### config.mk
export PLATFORM = sky130hd
export DESIGN_NAME = switch_out_queue
export DESIGN_NICKNAME = d
export VERILOG_FILES = /design/src/rtl/switch_out_queue.sv
export SDC_FILE = /design/constraint.sdc
export NUM_CORES = 1
export LEC_CHECK = 0
export BUFFER_PORTS_ARGS = -buffer_cell sky130_fd_sc_hd__buf_4
export CORE_AREA = 4 4 232 234
export DETAILED_ROUTE_END_ITERATION = 6
export DIE_AREA = 0 0 236 238
export GPL_TIMING_DRIVEN = 0
export HOLD_SLACK_MARGIN = 0.12
export PLACE_DENSITY = 0.71
export RECOVER_POWER = 25
export SETUP_SLACK_MARGIN = 0.1
export SYNTH_ARGS = -nofsm -noshare
export SYNTH_HDL_FRONTEND = slang
export SYNTH_SLANG_ARGS = --single-unit
### constraint.sdc
create_clock -name clk -period 5.2 [get_ports clk]
set_input_delay 0.26 -clock clk [delete_from_list [all_inputs] [get_ports clk]]
set_output_delay 0.26 -clock clk [all_outputs]
set_load 0.01 [all_outputs]
### src/rtl/switch_out_queue.sv
// ============================================================================
//  Module      : switch_out_queue
//  Description : Per-port store-and-forward egress queue. Buffers fabric
//                bytes and presents complete packets on a ready/read port.
//  Revision    : 1.0  initial release
// ============================================================================
`default_nettype none

module switch_out_queue #(
    parameter int DEPTH = 64,
    parameter int AW    = $clog2(DEPTH)
) (
    input  logic          clk,
    input  logic          reset,
    input  logic          in_valid,
    input  logic [7:0]    in_data,
    input  logic          in_last,
    output logic          in_ready,
    output logic [7:0]    port_out,
    output logic          port_ready,
    input  logic          port_read,
    output logic [AW:0]   pkt_count,
    output logic          err_oversize
);

    typedef enum logic [0:0] {
        IN_ACCEPT  = 1'b0,
        IN_DISCARD = 1'b1
    } in_state_t;

    typedef enum logic [1:0] {
        RD_IDLE = 2'd0,
        RD_SEND = 2'd1,
        RD_GAP  = 2'd2
    } rd_state_t;

    localparam logic [AW:0] c_ONE = {{AW{1'b0}}, 1'b1};

    // Each entry is {last, data}
    logic [8:0]  r_mem [DEPTH];

    logic [AW:0] r_wr_ptr;
    logic [AW:0] r_rd_ptr;
    logic [AW:0] r_wr_start;
    logic [AW:0] r_pkt_count;
    logic        r_mid;
    logic        r_pkt_avail;
    logic        r_err;

    in_state_t   r_in_state;
    in_state_t   w_in_next;
    rd_state_t   r_rd_state;
    rd_state_t   w_rd_next;

    logic        w_full;
    logic        w_in_ready;
    logic        w_accept;
    logic        w_store;
    logic        w_drop_start;
    logic [8:0]  w_head;
    logic        w_pop;
    logic        w_pop_last;
    logic        w_pkt_inc;

    assign w_full       = (r_wr_ptr[AW-1:0] == r_rd_ptr[AW-1:0]) &&
                          (r_wr_ptr[AW] != r_rd_ptr[AW]);
    assign w_in_ready   = (r_in_state == IN_DISCARD) || !w_full;
    assign w_accept     = in_valid && w_in_ready;
    assign w_store      = w_accept && (r_in_state == IN_ACCEPT);
    // A full queue with no complete packet means the partial packet alone
    // fills every slot and can never be forwarded.
    assign w_drop_start = (r_in_state == IN_ACCEPT) && w_full &&
                          (r_pkt_count == '0) && r_mid;
    assign w_head       = r_mem[r_rd_ptr[AW-1:0]];
    assign w_pop        = (r_rd_state == RD_SEND) && port_read;
    assign w_pop_last   = w_pop && w_head[8];
    assign w_pkt_inc    = w_store && in_last;

    always_comb begin
        w_in_next = r_in_state;
        case (r_in_state)
            IN_ACCEPT:  if (w_drop_start) w_in_next = IN_DISCARD;
            IN_DISCARD: if (w_accept && in_last) w_in_next = IN_ACCEPT;
            default:    w_in_next = IN_ACCEPT;
        endcase
    end

    always_comb begin
        w_rd_next = r_rd_state;
        case (r_rd_state)
            RD_IDLE: if (r_pkt_avail) w_rd_next = RD_SEND;
            RD_SEND: if (w_pop_last) w_rd_next = RD_GAP;
            RD_GAP:  w_rd_next = RD_IDLE;
            default: w_rd_next = RD_IDLE;
        endcase
    end

    always_ff @(posedge clk) begin
        if (reset) begin
            r_in_state  <= IN_ACCEPT;
            r_rd_state  <= RD_IDLE;
            r_wr_ptr    <= '0;
            r_rd_ptr    <= '0;
            r_wr_start  <= '0;
            r_pkt_count <= '0;
            r_mid       <= 1'b0;
            r_pkt_avail <= 1'b0;
            r_err       <= 1'b0;
        end else begin
            r_in_state <= w_in_next;
            r_rd_state <= w_rd_next;
            r_err      <= w_drop_start;

            if (w_drop_start) begin
                r_wr_ptr <= r_wr_start;
                r_mid    <= 1'b0;
            end else if (w_store) begin
                r_wr_ptr <= r_wr_ptr + c_ONE;
                r_mid    <= !in_last;
            end

            if (w_store && !r_mid) begin
                r_wr_start <= r_wr_ptr;
            end

            if (w_pop) begin
                r_rd_ptr <= r_rd_ptr + c_ONE;
            end

            case ({w_pkt_inc, w_pop_last})
                2'b10:   r_pkt_count <= r_pkt_count + c_ONE;
                2'b01:   r_pkt_count <= r_pkt_count - c_ONE;
                default: r_pkt_count <= r_pkt_count;
            endcase

            // One extra stage so a packet is offered two edges after its last byte
            r_pkt_avail <= (r_pkt_count != '0);
        end
    end

    always_ff @(posedge clk) begin
        if (w_store) begin
            r_mem[r_wr_ptr[AW-1:0]] <= {in_last, in_data};
        end
    end

    assign in_ready     = w_in_ready;
    assign port_ready   = (r_rd_state == RD_SEND);
    assign port_out     = (r_rd_state == RD_SEND) ? w_head[7:0] : 8'h00;
    assign pkt_count    = r_pkt_count;
    assign err_oversize = r_err;

endmodule

`default_nettype wire

==> results.cfg <==
[status]
status = finished with violations
violations = capacitance limit, slew limit

[floorplan]
die_w_um = 236
rows = 84
start_util_pct = 46.4
top_level_ports = 31
dieHeight_um = 238
dieArea_sq_um = 56200
core_sq_um = 52000

[critical_path]
reg2reg_depth = 18
crit_type = flip-flop to flip-flop
cp-start-kind = flip-flop
r2r_end = pkt_count[6]
crit_arrival_ps = 5300
crit_path_end = pkt_count[6]
cp-end-kind = flip-flop
required_ps = 5680
r2r_slack_ps = 380
cp_max_fo = 10

[routing]
dr.first_iter.drc_count = 1440
antenna_left = 0
vias = 11800
post_drt_wl_per_cell_um = 26.1
wirelength_mm = 52.4
drc_errors = 0
viasPerCell = 5.89
drt-pass1-iter-count = 5

[placed_design]
routabilityCongestion = 0.868
dp_hpwl_mm = 33.9
pre_cts_ws_ps = 533
dp.cells = 1897
port_buffers = 29

[synth]
ys_types = 45
synth_top_area_share_pct = 71.6
synth_edf_count = 576
yosysSeqAreaShare_pct = 74.9
netlist_area_sq_um = 24100
ys_warn_count = 0
ys_ff_latch = 616
avgSynthCellArea_sq_um = 20.5
syn-num-nets = 1202
yosys-top-cells-area = edfxtp_1 (72%), mux4_2 (15%), dfxtp_1 (3.3%)
synthCells = 1180
ys_async_sr_fraction_pct = 0
netlist.top_cell.by_area = edfxtp_1
ys.flop_type = edfxtp_1

[global_routing]
grt-ovfl-total = 0
grt.total_usage_pct = 18.9
antenna_found_initial = 0
grt_pass1_wl_mm = 79.1
grt_pass1_vias = 12100
grt_max_degree = 68

[pwr]
swShare_pct = 20.0
clockPowerShare_pct = 41.5
internal_power_mw = 7.99
ir_drop_mv = 0.242
p_per_area_nw_per_um2 = 368
pwr-share-comb_pct = 3.8
pwr-share-seq_pct = 54.6
p_leak_nw = 8.42
power_switching_mw = 2.00

[run]
drv_cap = 8

[timing]
setup_viol = 0
tightest_slew_ps = 2920
fmax_mhz = 208
hold_viol_final = 0
drv_slew = 523
fin_crit_ps = 4820
rsz0062_at_grt = false
slew-limit-headroom_pct = -94.4
fin_crit_sh_pct = 92.6
setup_tns_ps = 0
skew_ps = 15.9
layout_setup_ws_ps = 385

[cells_and_area]
num_antenna_cells = 0
fin_cells = 2007
area_growth_pct = 12.3
layout-drive-gt1-share_pct = 25.4
nets = 1294
fill_cells = 4033

[clock_tree]
clock_latency_ps = 600
clockBufferDepth = 3
htreeDepth = 2
post_cts_buffers = 0
cts_root_buffer = clkbuf_16
path_clk_slew_ps = 60
cts_buffers = 58
cts.sinks = 616
cts_tree = yes

[worst_hold_path]
hold_path_class = input port to flip-flop
holdCritStartpoint = in_data[5]
==> final cells by class <==
| cell class | instances | area [sq um] | share of cell area (%) |
|---|---|---|---|
| Sequential cell | 616 | 18100 | 66.8 |
| Buffer | 64 | 304 | 1.12 |
| Tap cell | 688 | 861 | 3.18 |
| Clock buffer | 69 | 1530 | 5.66 |
| Inverter | 10 | 37.5 | 0.138 |
| Timing Repair Buffer | 32 | 218 | 0.803 |
| Clock inverter | 38 | 338 | 1.25 |
| Multi-Input combinational cell | 490 | 5720 | 21.1 |
==> synthesized netlist by cell type (2+ instances only) <==
library cell  instances
edfxtp_1            576
mux4_2              164
nor2_1              106
dfxtp_1              40
mux2_2               30
a21oi_1              25
clkbuf_1             24
nand2_1              24
mux2i_1              22
buf_2                21
nand3_1              13
o22ai_1              13
buf_1                11
inv_1                 9
xnor2_1               9
xor2_1                9
ha_1                  8
nor2b_1               8
nor3_1                7
o21ai_0               7
buf_4                 6
nand2b_1              6
o21ai_1               5
o211ai_1              4
a211oi_1              3
a21o_1                2
and2_1                2
buf_6                 2
nand4_1               2
nor3b_1               2
nor4_1                2
o311ai_0              2
o31ai_1               2
or2_2                 2
or3_1                 2
==> kinds of logic (layout without fill, tap and decap cells) <==
kind of cell / Yosys count / after routing / share of synthesized area, %
flip-flops: 616 / 616 / 74.9
multiplexers: 216 / 216 / 17.6
AND/OR/NAND/NOR: 179 / 179 / 3.21
buffers and inverters: 74 / 213 / 1.41
XOR/XNOR: 18 / 18 / 0.653
adder cells (fa/ha/maj): 9 / 9 / 0.497
AO/OA/AOI/OAI: 68 / 68 / 1.68
==> layer usage <==
metal	vias up	GRT usage [%]	share of wire, %
met5	-	0	0
met3	83	4.35	8.9
li1	5015	-	-
met2	528	30.2	48
met4	0	5.14	2.3
met1	6199	26.8	41
==> through the flow <==
step	utilization [%]	area (sq um)	total power [mW]	hold slack, ps
6_report	52.1	27100	9.99	236
5_1_grt	52.1	27100	10.3	269
4_1_cts	52.1	27100	10.0	203
3_5_place_dp	48.5	25200	5.94	476
3_3_place_gp	48.5	25200	5.92	463
2_1_floorplan	-	24100	5.77	359
==> how the worst min path moves through the flow <==
stage                    to  slack [ps]  cells past startpoint
3_5_place_dp     r_in_state         480                      2
6_report       r_mem[23][5]         240                      1
2_1_floorplan   r_mem[0][0]         360                      0
3_3_place_gp     r_in_state         460                      2
5_1_grt        r_mem[23][5]         270                      1
4_1_cts        r_mem[20][8]         200                      1
==> worst max-delay path: stages, from the launching register on <==
cell and delay, ps:
dfxtp_1 300, buf_2 260, buf_6 260, or2_2 140, clkbuf_1 340, o22ai_1 150
o211ai_1 280, o311ai_0 200, o22ai_1 500, and2_1 220, ha_1 340, ha_1 330
nor2b_1 160, o21ai_0 170, nand2b_1 120, a21o_1 190, a21oi_1 170, mux2i_1 230
mux2_2 340
==> flip-flops by register name, summed over array words and instances (netlist names), named ones only <==
register      flops
r_pkt_avail       1
r_wr_ptr          7
r_in_state        1
r_rd_state        2
r_wr_start        7
pkt_count         7
r_rd_ptr          7
err_oversize      1
r_mem           576
r_mid             1
==> power by group through the flow <==
stage / combinational [mW] / clock (mW) / sequential (mW)
floorplan: 0.215 / 0 / 5.55
global placement: 0.374 / 0 / 5.55
detailed placement: 0.385 / 0 / 5.55
CTS: 0.389 / 4.20 / 5.45
global route: 0.414 / 4.43 / 5.46
finish: 0.384 / 4.15 / 5.46
==> what timing repair did <==
action / in CTS / in global routing
gates resized for setup: 0 / 0
hold endpoints to repair: 3 / 0
hold buffers: 3 / 0
==> layout by cell type, fill, tap and decap left out, drive strengths merged, types with 3 or more instances in the layout <==
cell,instances
nand2b,6
mux4,164
a21oi,25
xnor2,9
a211oi,3
mux2,30
bufinv,6
buf,61
o21ai,12
nor2,106
nand2,24
edfxtp,576
dlygate4sd3,3
inv,12
xor2,9
clkbuf,101
clkinv,29
o22ai,13
nor2b,8
nor3,7
nand3,13
ha,8
mux2i,22
dfxtp,40
o211ai,4
(Power assumes the default switching activity.)
